==> src/rtl/rgb_pwm_pkg.sv <==
// -----------------------------------------------------------------------------
// rgb_pwm_pkg
// Shared definitions for the RGB LED PWM controller: register offsets, CTRL
// field positions, the PWM counter wrap value and the DUTY byte lane assigned
// to each colour channel.
// -----------------------------------------------------------------------------
package rgb_pwm_pkg;

    localparam int PWM_BITS = 8;

    // Last value of the PWM counter. The counter runs 0..254, so a duty of 255
    // keeps the output high for the whole period.
    localparam logic [PWM_BITS-1:0] PWM_MAX = 8'd254;

    // Register offsets, decoded from iomem_addr[3:2].
    typedef enum logic [1:0] {
        REG_CTRL   = 2'd0,
        REG_DUTY   = 2'd1,
        REG_FADE   = 2'd2,
        REG_STATUS = 2'd3
    } reg_off_e;

    // CTRL field positions.
    localparam int CTRL_ENABLE_BIT   = 0;
    localparam int CTRL_FADE_EN_BIT  = 1;
    localparam int CTRL_PRESCALE_LSB = 8;

    // Byte lane of each channel inside DUTY and STATUS.
    localparam int LANE_B = 0;
    localparam int LANE_G = 1;
    localparam int LANE_R = 2;

    typedef struct packed {
        logic [7:0] prescale;
        logic       fade_en;
        logic       enable;
    } ctrl_t;

    // Replace one byte only when its write strobe is set.
    function automatic logic [7:0] merge_byte(input logic [7:0] old_val,
                                              input logic [7:0] new_val,
                                              input logic       strobe);
        return strobe ? new_val : old_val;
    endfunction

endpackage

==> src/rtl/rgb_pwm_channel.sv <==
// -----------------------------------------------------------------------------
// rgb_pwm_channel
// One colour channel. It holds the current duty, which changes only at a PWM
// period boundary, and compares it with the shared counter to drive the
// channel's PWM output.
//
// Ports:
//   clk, resetn   clock, synchronous active-low reset
//   cnt_i         shared PWM counter (0..PWM_MAX)
//   boundary_i    last tick of a PWM period
//   fade_step_i   boundary on which a faded channel moves one step
//   fade_en_i     1 = ramp toward the target, 0 = jump to it
//   enable_i      controller enable
//   target_i      target duty taken from the DUTY register
//   cur_o         current duty
//   pwm_o         registered PWM output
//   busy_o        current duty differs from the target
// -----------------------------------------------------------------------------
module rgb_pwm_channel
    import rgb_pwm_pkg::*;
#(
    parameter int W = PWM_BITS
) (
    input  logic         clk,
    input  logic         resetn,
    input  logic [W-1:0] cnt_i,
    input  logic         boundary_i,
    input  logic         fade_step_i,
    input  logic         fade_en_i,
    input  logic         enable_i,
    input  logic [W-1:0] target_i,
    output logic [W-1:0] cur_o,
    output logic         pwm_o,
    output logic         busy_o
);

    logic [W-1:0] cur_q, cur_d;
    logic         pwm_q, pwm_d;

    always_comb begin
        // NOTE: every signal written here gets a default first, so no path
        // leaves it unassigned and no latch is inferred.
        cur_d = cur_q;
        pwm_d = enable_i && (cnt_i < cur_q);

        if (!enable_i) begin
            // Track the target while disabled so that re-enabling starts at it.
            cur_d = target_i;
        end else if (boundary_i) begin
            if (!fade_en_i) begin
                cur_d = target_i;
            end else if (fade_step_i) begin
                // Move one step toward the target; equality stops the ramp,
                // so it never overshoots.
                if (cur_q < target_i) begin
                    cur_d = cur_q + 1'b1;
                end else if (cur_q > target_i) begin
                    cur_d = cur_q - 1'b1;
                end
            end
        end
    end

    always_ff @(posedge clk) begin
        if (!resetn) begin
            cur_q <= '0;
            pwm_q <= 1'b0;
        end else begin
            cur_q <= cur_d;
            pwm_q <= pwm_d;
        end
    end

    assign cur_o  = cur_q;
    assign pwm_o  = pwm_q;
    assign busy_o = (cur_q != target_i);

endmodule

==> src/rtl/rgb_pwm_ctrl.sv <==
// -----------------------------------------------------------------------------
// rgb_pwm_ctrl
// Memory-mapped RGB LED PWM controller on the PicoSoC iomem bus. Holds the
// CTRL / DUTY / FADE registers, a prescaler, the shared PWM counter and the
// fade counter, and instantiates one rgb_pwm_channel per colour.
//
// Ports:
//   clk, resetn     clock, synchronous active-low reset
//   iomem_valid     bus request valid
//   iomem_ready     one-cycle acknowledge, the cycle after selection
//   iomem_wstrb     byte write strobes, 0 = read
//   iomem_addr      byte address; [31:24] selects the block, [3:2] the register
//   iomem_wdata     write data
//   iomem_rdata     registered read data, valid with iomem_ready
//   pwm_r/g/b       PWM outputs to the RGB driver
// -----------------------------------------------------------------------------
module rgb_pwm_ctrl
    import rgb_pwm_pkg::*;
#(
    parameter logic [7:0] ADDR_SEL = 8'h04
) (
    input  logic        clk,
    input  logic        resetn,
    input  logic        iomem_valid,
    output logic        iomem_ready,
    input  logic [3:0]  iomem_wstrb,
    input  logic [31:0] iomem_addr,
    input  logic [31:0] iomem_wdata,
    output logic [31:0] iomem_rdata,
    output logic        pwm_r,
    output logic        pwm_g,
    output logic        pwm_b
);

    // ---------------------------------------------------------------- state
    ctrl_t                    ctrl_q, ctrl_d;
    logic [3*PWM_BITS-1:0]    duty_q, duty_d;
    logic [15:0]              fade_q, fade_d;
    logic                     ready_q, ready_d;
    logic [31:0]              rdata_q, rdata_d;

    logic [7:0]               pre_q, pre_d;
    logic [PWM_BITS-1:0]      cnt_q, cnt_d;
    logic [15:0]              fcnt_q, fcnt_d;

    logic                     sel;
    logic                     wr_en;
    reg_off_e                 reg_off;
    logic                     tick;
    logic                     boundary;
    logic                     fade_step;

    logic [PWM_BITS-1:0]      cur_r, cur_g, cur_b;
    logic                     busy_r, busy_g, busy_b;
    logic                     busy;

    // Address bits outside the decode, and the unused top write byte.
    logic                     unused_bits;
    assign unused_bits = ^{iomem_addr[23:4], iomem_addr[1:0], iomem_wdata[31:24]};

    // ------------------------------------------------------------ bus decode
    // Masking with ready_q keeps a request that stays valid through its
    // acknowledge from being accepted twice.
    assign sel     = iomem_valid && !ready_q && (iomem_addr[31:24] == ADDR_SEL);
    assign wr_en   = sel && (iomem_wstrb != 4'b0000);
    assign reg_off = reg_off_e'(iomem_addr[3:2]);

    // ------------------------------------------------------------- timebase
    assign tick      = ctrl_q.enable && (pre_q == ctrl_q.prescale);
    assign boundary  = tick && (cnt_q == PWM_MAX);
    assign fade_step = boundary && ctrl_q.fade_en && (fcnt_q == fade_q);

    always_comb begin
        pre_d  = pre_q;
        cnt_d  = cnt_q;
        fcnt_d = fcnt_q;

        if (!ctrl_q.enable) begin
            pre_d  = '0;
            cnt_d  = '0;
            fcnt_d = '0;
        end else begin
            // Compared with ==, so a prescale written below the running count
            // only takes effect after the counter wraps past 255.
            pre_d = tick ? 8'd0 : pre_q + 8'd1;

            if (tick) begin
                cnt_d = (cnt_q == PWM_MAX) ? '0 : cnt_q + 1'b1;
            end

            if (boundary && ctrl_q.fade_en) begin
                fcnt_d = (fcnt_q == fade_q) ? 16'd0 : fcnt_q + 16'd1;
            end
        end
    end

    // -------------------------------------------------------- register file
    always_comb begin
        ctrl_d  = ctrl_q;
        duty_d  = duty_q;
        fade_d  = fade_q;
        ready_d = sel;
        rdata_d = rdata_q;

        if (wr_en) begin
            unique case (reg_off)
                REG_CTRL: begin
                    if (iomem_wstrb[0]) begin
                        ctrl_d.enable  = iomem_wdata[CTRL_ENABLE_BIT];
                        ctrl_d.fade_en = iomem_wdata[CTRL_FADE_EN_BIT];
                    end
                    ctrl_d.prescale = merge_byte(ctrl_q.prescale,
                                                 iomem_wdata[CTRL_PRESCALE_LSB +: 8],
                                                 iomem_wstrb[1]);
                end
                REG_DUTY: begin
                    for (int lane = 0; lane < 3; lane++) begin
                        duty_d[lane*8 +: 8] = merge_byte(duty_q[lane*8 +: 8],
                                                         iomem_wdata[lane*8 +: 8],
                                                         iomem_wstrb[lane]);
                    end
                end
                REG_FADE: begin
                    fade_d[7:0]  = merge_byte(fade_q[7:0],  iomem_wdata[7:0],  iomem_wstrb[0]);
                    fade_d[15:8] = merge_byte(fade_q[15:8], iomem_wdata[15:8], iomem_wstrb[1]);
                end
                REG_STATUS: begin
                    // Read-only.
                end
            endcase
        end

        // Read data is captured on every accepted request; a write returns the
        // register's value from before the write.
        if (sel) begin
            unique case (reg_off)
                REG_CTRL:   rdata_d = {16'h0000, ctrl_q.prescale, 6'b000000,
                                       ctrl_q.fade_en, ctrl_q.enable};
                REG_DUTY:   rdata_d = {8'h00, duty_q};
                REG_FADE:   rdata_d = {16'h0000, fade_q};
                REG_STATUS: rdata_d = {7'b0000000, busy, cur_r, cur_g, cur_b};
            endcase
        end
    end

    always_ff @(posedge clk) begin
        // NOTE: reset is synchronous; resetn is sampled on the clock edge like
        // any other input, so it needs no separate sensitivity entry.
        if (!resetn) begin
            ctrl_q  <= '0;
            duty_q  <= '0;
            fade_q  <= '0;
            ready_q <= 1'b0;
            rdata_q <= '0;
            pre_q   <= '0;
            cnt_q   <= '0;
            fcnt_q  <= '0;
        end else begin
            // NOTE: state registers use non-blocking assignment so every
            // register samples the values from before this edge.
            ctrl_q  <= ctrl_d;
            duty_q  <= duty_d;
            fade_q  <= fade_d;
            ready_q <= ready_d;
            rdata_q <= rdata_d;
            pre_q   <= pre_d;
            cnt_q   <= cnt_d;
            fcnt_q  <= fcnt_d;
        end
    end

    // -------------------------------------------------------------- channels
    // A DUTY write in the same cycle as a boundary is not yet visible here,
    // so that boundary still applies the old target.
    rgb_pwm_channel #(.W(PWM_BITS)) u_chan_r (
        .clk         (clk),
        .resetn      (resetn),
        .cnt_i       (cnt_q),
        .boundary_i  (boundary),
        .fade_step_i (fade_step),
        .fade_en_i   (ctrl_q.fade_en),
        .enable_i    (ctrl_q.enable),
        .target_i    (duty_q[LANE_R*8 +: 8]),
        .cur_o       (cur_r),
        .pwm_o       (pwm_r),
        .busy_o      (busy_r)
    );

    rgb_pwm_channel #(.W(PWM_BITS)) u_chan_g (
        .clk         (clk),
        .resetn      (resetn),
        .cnt_i       (cnt_q),
        .boundary_i  (boundary),
        .fade_step_i (fade_step),
        .fade_en_i   (ctrl_q.fade_en),
        .enable_i    (ctrl_q.enable),
        .target_i    (duty_q[LANE_G*8 +: 8]),
        .cur_o       (cur_g),
        .pwm_o       (pwm_g),
        .busy_o      (busy_g)
    );

    rgb_pwm_channel #(.W(PWM_BITS)) u_chan_b (
        .clk         (clk),
        .resetn      (resetn),
        .cnt_i       (cnt_q),
        .boundary_i  (boundary),
        .fade_step_i (fade_step),
        .fade_en_i   (ctrl_q.fade_en),
        .enable_i    (ctrl_q.enable),
        .target_i    (duty_q[LANE_B*8 +: 8]),
        .cur_o       (cur_b),
        .pwm_o       (pwm_b),
        .busy_o      (busy_b)
    );

    assign busy = busy_r || busy_g || busy_b;

    // ---------------------------------------------------------------- outputs
    assign iomem_ready = ready_q;
    assign iomem_rdata = rdata_q;

endmodule

==> config.mk <==
export PLATFORM = sky130hd
export DESIGN_NAME = rgb_pwm_ctrl
export DESIGN_NICKNAME = d
export VERILOG_FILES = /design/src/rtl/rgb_pwm_pkg.sv /design/src/rtl/rgb_pwm_channel.sv /design/src/rtl/rgb_pwm_ctrl.sv
export SDC_FILE = /design/constraint.sdc
export NUM_CORES = 1
export LEC_CHECK = 0
export BUFFER_PORTS_ARGS = -buffer_cell sky130_fd_sc_hd__buf_2
export CAP_MARGIN = 20
export CORE_MARGIN = 2
export CORE_UTILIZATION = 59
export CTS_CLUSTER_SIZE = 40
export DETAILED_ROUTE_END_ITERATION = 8
export GPL_ROUTABILITY_DRIVEN = 1
export PLACE_DENSITY = 0.92
export SLEW_MARGIN = 20
export SYNTH_ARGS = -nofsm -noshare
export SYNTH_HDL_FRONTEND = slang
export SYNTH_HIERARCHICAL = 1
export SYNTH_SLANG_ARGS = --single-unit
export TNS_END_PERCENT = 10
==> constraint.sdc <==
create_clock -name clk -period 4.4 [get_ports clk]
set_input_delay 0.66 -clock clk [delete_from_list [all_inputs] [get_ports clk]]
set_output_delay 0.66 -clock clk [all_outputs]
set_load 0.01 [all_outputs]
==> results of run 1 <==
per-layer routing:
layer	wire length, µm	part of all wire, %
met5	0	0
met4	960	4.1
met3	1920	8.2
met2	11200	48
met1	9430	40
cell families (layout without fill, tap and decap cells):
logic type	count (synthesis)	in the layout	synth area share (%)
AO/OA/AOI/OAI	219	219	17.4
XOR/XNOR	47	47	4.84
adder cells (fa/ha/maj)	73	73	10.8
buffers and inverters	114	169	5.94
flip-flops	135	135	31.2
multiplexers	57	57	8.24
other	1	7	0.0433
AND/OR/NAND/NOR	347	347	21.5
critical path, stage by stage (launching register included):
cell	delay [ps]
dfxtp_1	490
inv_1	130
ha_1	210
nand2b_1	160
a21oi_1	240
nor2_1	70
o21bai_1	560
ha_1	410
and3_1	180
a2111o_1	440
a21o_1	190
a21o_1	180
or3_1	300
a31oi_1	160
state kept, by name (all words and copies together), names as in the netlist:
signal	cells
iomem_rdata	25
duty_q	24
fade_q	16
fcnt_q	16
ctrl_q	10
cnt_q	8
pre_q	8
u_chan_b/cur_o	8
u_chan_g/cur_o	8
u_chan_r/cur_o	8
iomem_ready	1
u_chan_b/pwm_o	1
u_chan_g/pwm_o	1
u_chan_r/pwm_o	1
metrics by stage:
stage	cell area, µm²	util (%)	setup slack (ps)	hold slack (ps)	power (mW)
floorplan	8680	-	1160	453	1.30
global placement	9010	62.5	788	451	1.33
detailed placement	9010	62.5	690	457	1.33
CTS	9650	66.9	632	464	2.83
global route	9650	66.9	338	488	2.89
finish	9650	66.9	606	458	2.82
area by class of cell:
class                   count  area, µm²  share of cell area (%)
clock buffers              21        460                    4.77
clock inverters            11        171                    1.78
inverters                  63        236                    2.45
multi-input cells         750       5460                    56.6
flip-flops and latches    135       2700                    28.0
well taps                 184        230                    2.39
repair buffers             74        385                    3.99
power breakdown:
| group | switching [mW] | leakage, nW | internal [mW] |
|---|---|---|---|
| logic | 0.0488 | 2.53 | 0.0296 |
| registers | 0.000263 | 1.09 | 1.22 |
| clock network | 0.543 | 0.304 | 0.979 |
layout by cell type (no fill, tap or decap), types with 9 or more instances in the layout:
| cell type | n |
|---|---|
| dfxtp_1 | 135 |
| nand2_1 | 84 |
| ha_1 | 70 |
| buf_2 | 68 |
| inv_1 | 63 |
| nand3_1 | 61 |
| nor2_1 | 53 |
| o21ai_0 | 51 |
| a21oi_1 | 41 |
| xnor2_1 | 35 |
| mux2i_1 | 33 |
| nor2b_1 | 30 |
| nand4_1 | 25 |
| nor3_1 | 18 |
| a21boi_0 | 18 |
| a21o_1 | 17 |
| clkbuf_16 | 17 |
| nor3b_1 | 15 |
| mux2_2 | 14 |
| and2_1 | 12 |
| xor2_1 | 11 |
| mux4_2 | 10 |
| nand2b_1 | 9 |
| and3_1 | 9 |
Yosys cell counts (all sizes together) (3+ instances only):
cell and count:
a2111oi 6, a211o 5, a211oi 5, a21boi 18, a21o 19, a21oi 41, a221oi 8, a22o 3
a31oi 9, and2 13, and3 9, and4 4, buf 26, clkbuf 25, dfxtp 135, fa 3
ha 70, inv 63, mux2 14, mux2i 33, mux4 10, nand2 84, nand2b 9, nand3 61
nand3b 6, nand4 28, nor2 54, nor2b 30, nor3 19, nor3b 15, nor4 3, o2111ai 5
o211a 7, o21a 3, o21ai 55, o21bai 7, o22ai 4, o31ai 8, or3 4, or4 3
xnor2 36, xor2 11
worst max-delay path by stage:
stage / start / to / depth (start not counted)
detailed placement: u_chan_r/cur_o[0] / u_chan_r/cur_o[7] / 13
CTS: u_chan_r/cur_o[0] / u_chan_r/cur_o[7] / 13
global route: u_chan_r/cur_o[0] / u_chan_r/cur_o[7] / 13
finish: u_chan_r/cur_o[0] / u_chan_r/cur_o[7] / 13
floorplan: u_chan_b/cur_o[0] / u_chan_b/cur_o[7] / 13
global placement: u_chan_b/cur_o[0] / u_chan_b/cur_o[7] / 13
==> results.yml, run 1 <==
status:
  status: "complete, no violations"
layout:
  fin_cells: 1238
  n_fill_cell: 1031
  diodes: 0
  drive_gt1_share_pct: 14.5
  final_nets: 1185
  area_delta_synth_final_pct: 11.5
global_routing:
  grt_pass1_vias: 7523
  grt_max_degree: 58
  met1_usage_pct: 36.3
  overflow: 0
  grt_busiest_layer: "met2"
  globalRouteMet2Util_pct: 48.0
  gr-usage-met3_pct: 6.93
  grt_antenna_before_repair: 0
  grt_usage_pct: 29.3
  grt_pass1_wl_um: 37300
yosys:
  synth_area_per_cell_um2: 8.72
  ys_async_sr_fraction_pct: 0
  synth_top_area_share_pct: 31.2
  ys_seq_elements: 135
  yosysTopAreaCell: "dfxtp_1"
  syn-cell-area_mm2: 0.00865
  yosysWarnings: 6
  synth_edf_count: 0
  netlist_top_cells_area: "dfxtp_1 (31%), ha_1 (10%), mux2i_1 (3.8%), nand2_1 (3.6%), xnor2_1 (3.5%)"
  synth_ff_type: "dfxtp_1"
  syn_inst: 993
  ys_seq_area_share_pct: 31.2
  synthDistinctLibCells: 78
route:
  postRouteAntennaNets: 0
  drt_iter0_markers: 973
  num_vias: 7986
  post_drt_via_cell_ratio: 6.45
  dr.pass1.iters: 8
  wl_um: 23500
  avgRoutedWirePerCell_um: 19.0
  drc: 0
floorplan:
  die_y_um: 125
  die_x_um: 125
  core_area_mm2: 0.0144
  rows: 44
  die_area_mm2: 0.0157
  start_util_pct: 60.0
  ios: 107
cts:
  cts_setup_buffers: 0
  cts.sinks: 135
  clk_pin_slew_worst_paths_ps: 60
  cts_buffers: 17
  cts_tree: "yes"
  postCtsHoldBufs: 0
  root_buffer: "clkbuf_16"
  htree_levels: 4
  ctsResizeCount: 0
  clk_path_buf_depth: 2
  clk_latency_ps: 430
sta:
  max_slew_margin_pct: 37.1
  maxSlewViolCount: 0
  setup_viol: 0
  final_hold_viol_count: 0
  rsz0062_at_grt: "false"
  tns_ps: 0
  post-route-min-period_ps: 3790
  skew_ps: 9.67
  max_freq_mhz: 264
  min_period_over_period_pct: 86.2
  worstMarginPinSlew_ps: 942
hold_path:
  hold_depth: 2
  min-delay-start: "iomem_rdata[8]"
  hold_path_end: "iomem_rdata[8]"
  hp-class: "flop to flop"
placement:
  dp_cells: 1206
  dp_hpwl_um: 16000
  io_buffers: 68
  routabilityCongestion: 0.892
pwr:
  powerDensity_mw_per_mm2: 293
  p_leak_nw: 3.92
  ir_drop_mv: 0.320
setup_path:
  required_ps: 4760
  end_kind: "flop"
  crit_fanout: 8
  cp.arrival_ps: 4150
  crit_path_start_kind: "flop"
  rrSetupSlack_ps: 610
  reg2reg_from: "u_chan_r/cur_o[0]"
  r2r_end: "u_chan_r/cur_o[7]"
  ff2ff_path_depth: 13
  critical_path_class: "flop to flop"
flow_run:
  max_cap_violations: 0
(Power assumes the default switching activity.)
==> run 2, diff against run 1 <==
--- a/config.mk
+++ b/config.mk
@@ -5,11 +5,12 @@
 export SDC_FILE = /design/constraint.sdc
 export NUM_CORES = 1
 export LEC_CHECK = 0
+export ABC_AREA = 1
 export BUFFER_PORTS_ARGS = -buffer_cell sky130_fd_sc_hd__buf_2
 export CAP_MARGIN = 20
 export CORE_MARGIN = 2
 export CORE_UTILIZATION = 59
-export CTS_CLUSTER_SIZE = 40
+export CTS_CLUSTER_SIZE = 12
 export DETAILED_ROUTE_END_ITERATION = 8
 export GPL_ROUTABILITY_DRIVEN = 1
 export PLACE_DENSITY = 0.92
@@ -18,4 +19,4 @@
 export SYNTH_HDL_FRONTEND = slang
 export SYNTH_HIERARCHICAL = 1
 export SYNTH_SLANG_ARGS = --single-unit
-export TNS_END_PERCENT = 10
+export TNS_END_PERCENT = 1
==> run 2 against run 1 <==
Synthesized cell count rose by 35%; sequential cell count did not move; worst setup slack improved by 870 ps; routed wire length up 6.4%; global-route usage is 2.0 points higher; clock skew down 2.1 ps; die area rose by 2.8%; non-clock buffer count is 2 lower; design area grew 3.4%; cell count rose by 29%; largest power group unchanged.
==> results.yml, run 2 <==
status:
  status: "complete, no violations"
cts:
  cts_tree: "yes"
  cts.sinks: 135
  cts_buffers: 17
  htree_levels: 4
  postCtsHoldBufs: 0
  ctsResizeCount: 0
  clk_path_buf_depth: 2
  clk_latency_ps: 430
  cts_setup_buffers: 0
  clk_pin_slew_worst_paths_ps: 60
  root_buffer: "clkbuf_16"
layout:
  final_nets: 1542
  drive_gt1_share_pct: 12.0
  final_area_mm2: 0.00998
  largest_register_ffs: 25
  area_delta_synth_final_pct: 12.0
  layout_commonest_cell: "nand2_1"
  fin_cells: 1595
  mostFrequentLayoutCells: "nand2_1 (305), nor2_1 (184), inv_1 (172)"
  diodes: 0
  utilization_pct: 68.1
pwr:
  comb_power_share_pct: 2.6
  p_leak_nw: 4.64
  p_total_mw: 2.92
  powerDensity_mw_per_mm2: 293
  internal_power_mw: 2.31
  switchingPower_uw: 611
  p_seq_share_pct: 41.9
  ir_drop_mv: 0.262
  p_clk_share_pct: 55.5
  switching_share_pct: 20.9
route:
  avgRoutedWirePerCell_um: 15.7
  wl_met1_um: 10100
  post_drt_via_cell_ratio: 5.82
  drc: 0
  num_vias: 9282
  wl_met2_um: 11600
  postRouteAntennaNets: 0
  wl_met3_um: 2510
  topRoutingLayerUsed: "met4"
  dr.pass1.iters: 6
  wl_um: 25000
  drt_iter0_markers: 1150
global_routing:
  grt_max_degree: 52
  grt_usage_pct: 31.2
  overflow: 0
  grt_pass1_vias: 8726
  grt_pass1_wl_um: 40700
  grt_antenna_before_repair: 0
yosys:
  syn-cell-area_mm2: 0.00891
  ys_async_sr_fraction_pct: 0
  ys_seq_elements: 135
  synth_ff_type: "dfxtp_1"
  synthTopCellsByCount: "nand2_1 (305), nor2_1 (184), inv_1 (172), dfxtp_1 (135), o21ai_0 (120)"
  synth_top_area_share_pct: 30.3
  yosysTopAreaCell: "dfxtp_1"
  netlist_top_cells_area: "dfxtp_1 (30%), nand2_1 (13%), ha_1 (9.8%), nor2_1 (7.8%), inv_1 (7.2%)"
  synthDistinctLibCells: 49
  syn_inst: 1336
  yosysWarnings: 6
  synth_most_common_cell: "nand2_1"
  synth_edf_count: 0
  synth_area_per_cell_um2: 6.67
  ys_seq_area_share_pct: 30.3
placement:
  io_buffers: 68
  place_ws_ps: 1600
  place_area_mm2: 0.00931
  routabilityCongestion: 0.926
  dp_hpwl_um: 17800
  dp_cells: 1563
floorplan:
  ios: 107
  rows: 44
  core_area_mm2: 0.0146
  start_util_pct: 60.8
  die_y_um: 127
  die_area_mm2: 0.0161
  die_x_um: 127
hold_path:
  hp-class: "primary input to flop"
setup_path:
  required_ps: 4760
  end_kind: "flop"
  crit_fanout: 21
  crit_path_start_kind: "flop"
  critical_path_class: "flop to flop"
  cp.arrival_ps: 3290
sta:
  max_slew_margin_pct: 43.2
  worstMarginPinSlew_ps: 849
  skew_ps: 7.58
  setup_ws_ps: 1470
  holdWs_ps: 454
  setup_viol: 0
  tns_ps: 0
  min_period_over_period_pct: 66.5
  post-route-min-period_ps: 2930
  rsz0062_at_grt: "false"
  max_freq_mhz: 342
  final_hold_viol_count: 0
  maxSlewViolCount: 0
flow_run:
  max_cap_violations: 0
## run 2: changes by cell type after synthesis, sizes merged, moves of 14 or more
cell	change
nand2	+240
nor2	+141
o21ai	+76
xnor2	-35
a21boi	-17
a21oi	+43
inv	+123
mux2i	-33
mux2	-14
nor2b	-30
## run 2: power by group through the flow
stage	registers (mW)	clock network (mW)	logic (mW)
floorplan	1.25	0	0.0407
global placement	1.25	0	0.0719
detailed placement	1.25	0	0.0727
CTS	1.22	1.62	0.0732
global route	1.22	1.68	0.0814
finish	1.22	1.62	0.0759
## run 2: final timing paths
check,slack [ps],from,end,cells after the start
worst max-delay path,1470,ctrl_q[0],u_chan_r/cur_o[6],16
worst min-delay path,450,iomem_wdata[17],duty_q[17],3
worst max register to register,1470,ctrl_q[0],u_chan_r/cur_o[6],16
worst min register to register,460,iomem_rdata[3],iomem_rdata[3],2
## run 2: worst max-delay path, stage by stage (launching register included)
cell and delay, ps:
dfxtp_1 710, inv_2 90, a21oi_1 130, nand3b_1 140, nor2_4 470, nand2_1 150, nor2_1 130, nand2_1 70
inv_1 100, inv_1 50, nand2_1 50, a21oi_1 90, inv_1 70, nand2_2 180, inv_1 160, nand3_1 100
a21oi_1 140
## run 2: cell families after synthesis
| logic type | share of synthesized area (%) |
|---|---|
| simple gates | 31.8 |
| compound gates | 15.7 |
| buf+inv | 10.4 |
| flops | 30.3 |
| fa+ha+maj | 10.5 |
| xor+xnor | 1.18 |
| other cells | 0.0421 |
## run 2: area by class of cell
cell class	instances	area, µm²
multi-input cells	985	5300
fillers	1173	4670
flip-flops and latches	135	2700
inverters	187	702
clock buffers	21	480
repair buffers	72	370
well taps	184	230
clock inverters	11	193
## run 2: metal layers
metal | vias to the layer above | global-route usage (%)
met5 | - | 0
met4 | 0 | 13.7
met3 | 78 | 6.50
met2 | 541 | 51.0
met1 | 4190 | 40.1
li1 | 4473 | -
==> run 3, diff against run 2 <==
--- a/config.mk
+++ b/config.mk
@@ -9,11 +9,11 @@
 export BUFFER_PORTS_ARGS = -buffer_cell sky130_fd_sc_hd__buf_2
 export CAP_MARGIN = 20
 export CORE_MARGIN = 2
-export CORE_UTILIZATION = 59
+export CORE_UTILIZATION = 54
 export CTS_CLUSTER_SIZE = 12
 export DETAILED_ROUTE_END_ITERATION = 8
 export GPL_ROUTABILITY_DRIVEN = 1
-export PLACE_DENSITY = 0.92
+export PLACE_DENSITY = 0.89
 export SLEW_MARGIN = 20
 export SYNTH_ARGS = -nofsm -noshare
 export SYNTH_HDL_FRONTEND = slang
==> constraint.sdc (replaced) <==
create_clock -name clk -period 2.6 [get_ports clk]
set_input_delay 0.39 -clock clk [delete_from_list [all_inputs] [get_ports clk]]
set_output_delay 0.39 -clock clk [all_outputs]
set_load 0.01 [all_outputs]
==> run 3 against run 2 <==
The run now ends with DRC, setup timing left; critical endpoint is now u_chan_g/cur_o[4]; critical path depth down 3; sequential share of layout area fell by 1.8 points; cell count rose by 5.6%; combinational power grew 77%; routed wire length is 18% higher; register-to-register slack worse by 1600 ps; sequential cell count unchanged; power rose by 72%; clock power up 74%.
==> results.yml, run 3 (synthesis results as in run 2) <==
cts:
  cts_tree: "yes"
  clk_latency_ps: 440
  root_buffer: "clkbuf_16"
  cts.sinks: 135
  clk_path_buf_depth: 2
  postCtsHoldBufs: 0
  cts_buffers: 17
  htree_levels: 4
  clk_pin_slew_worst_paths_ps: 60
route:
  post_drt_via_cell_ratio: 6.02
  postRouteAntennaNets: 0
  num_vias: 10138
  wl_um: 29500
  wl_met2_um: 13600
  dr.pass1.iters: 9
  wl_met3_um: 3020
  topRoutingLayerUsed: "met4"
  wl_met1_um: 11200
  drt_iter0_markers: 1389
  avgRoutedWirePerCell_um: 17.5
  drc: 1
floorplan:
  die_y_um: 132
  start_util_pct: 55.7
  core_area_mm2: 0.0160
  ios: 107
  die_area_mm2: 0.0175
  rows: 46
  die_x_um: 132
sta:
  maxSlewViolCount: 0
  skew_ps: 8.52
  final_hold_viol_count: 0
  holdWs_ps: 184
  setup_ws_ps: -150
  min_period_over_period_pct: 106
  max_slew_margin_pct: 50.5
  post-route-min-period_ps: 2750
  tns_ps: -485
  worstMarginPinSlew_ps: 736
  max_freq_mhz: 364
  rsz0062_at_grt: "true"
  setup_viol: 7
layout:
  utilization_pct: 67.1
  largest_register_ffs: 25
  layout_commonest_cell: "nand2_1"
  final_nets: 1599
  diodes: 0
  n_fill_cell: 1240
  area_delta_synth_final_pct: 20.5
  drive_gt1_share_pct: 18.8
  mostFrequentLayoutCells: "nand2_1 (299), nor2_1 (182), inv_1 (170)"
setup_path:
  crit_top_cell: "o21ai_0"
  path_cells: "inv_1 > ha_1 > a21o_1 > nor2_4 > nand2_4 > buf_4 > fa_2 > nand3_1 > nand2_1 > o21ai_0 > o21ai_0 > o21ai_0 > a21oi_1"
  crit_fanout: 6
  cp_slowest_stage_delay_ps: 370
  cpMaxStageDelayCell: "fa_2"
  crit_path_start_kind: "flop"
  required_ps: 2930
  cp.arrival_ps: 3080
  critical_path_class: "flop to flop"
  end_kind: "flop"
pwr:
  ir_drop_mv: 0.441
  powerDensity_mw_per_mm2: 468
  p_leak_nw: 4.97
placement:
  io_buffers: 68
  dp_hpwl_um: 18400
  routabilityCongestion: 0.952
global_routing:
  grt_usage_pct: 30.6
  overflow: 0
  grt_antenna_before_repair: 0
  grt_max_degree: 72
  grt_pass1_vias: 9181
  grt_pass1_wl_um: 44100
flow_run:
  max_cap_violations: 0
hold_path:
  hp-class: "primary input to flop"
status:
  violations: "DRC, setup timing"
  status: "finished with violations"
## run 3: routing by layer
layer / vias to the layer above / track usage (%)
met3: 203 / 5.82
met4: 0 / 17.1
li1: 4586 / -
met1: 4618 / 37.7
met2: 731 / 50.2
met5: - / 0
## run 3: cell type report
type,instances,area (µm²),share of cell area [%]
clock inverter,12,223,2.08
sequential,135,2720,25.3
inverter,187,702,6.54
clock buffer,20,447,4.16
multi-input combinational,986,5580,52.0
timing repair buffer,128,795,7.40
tap,216,270,2.52
## run 3: path summary, 6_finish.rpt
path                   startpoint                end  slack, ps  cells after the start
setup / recovery       duty_q[15]  u_chan_g/cur_o[4]       -150                     13
hold / removal    iomem_wdata[17]         duty_q[17]        180                      3
setup reg to reg       duty_q[15]  u_chan_g/cur_o[4]       -150                     13
hold reg to reg    iomem_rdata[5]     iomem_rdata[5]        470                      2
## run 3: timing repair
item / 4_1_cts / 5_1_grt
resized for setup: 12 / 57
setup endpoints to repair: 9 / 16
buffers inserted: 1 / 11
pin swaps: 1 / 12
cloned: 0 / 1
## run 3: worst max-delay path, delay by kind of cell, from the launching register on
kind | cells | cell delay (ps)
compound gates | 5 | 930
fa+ha+maj | 2 | 710
simple gates | 4 | 460
flops | 1 | 330
buf+inv | 2 | 200
## run 3: stage by stage
step | std cells | worst slack, ps | total power, mW | instance area [µm²]
after detailed placement | 1639 | -63.7 | 2.24 | 9680
after global routing | 1684 | -161 | 5.11 | 10700
after floorplan | 1342 | 276 | 2.18 | 8930
after global placement | 1639 | 51.1 | 2.24 | 9680
after CTS | 1672 | -8.18 | 4.99 | 10400
final | 1684 | -150 | 5.02 | 10700
## run 3: where the power goes
group	internal (mW)	switching [mW]
sequential	2.07	0.000818
clock	1.82	0.994
combinational	0.0395	0.0948
total	3.93	1.09
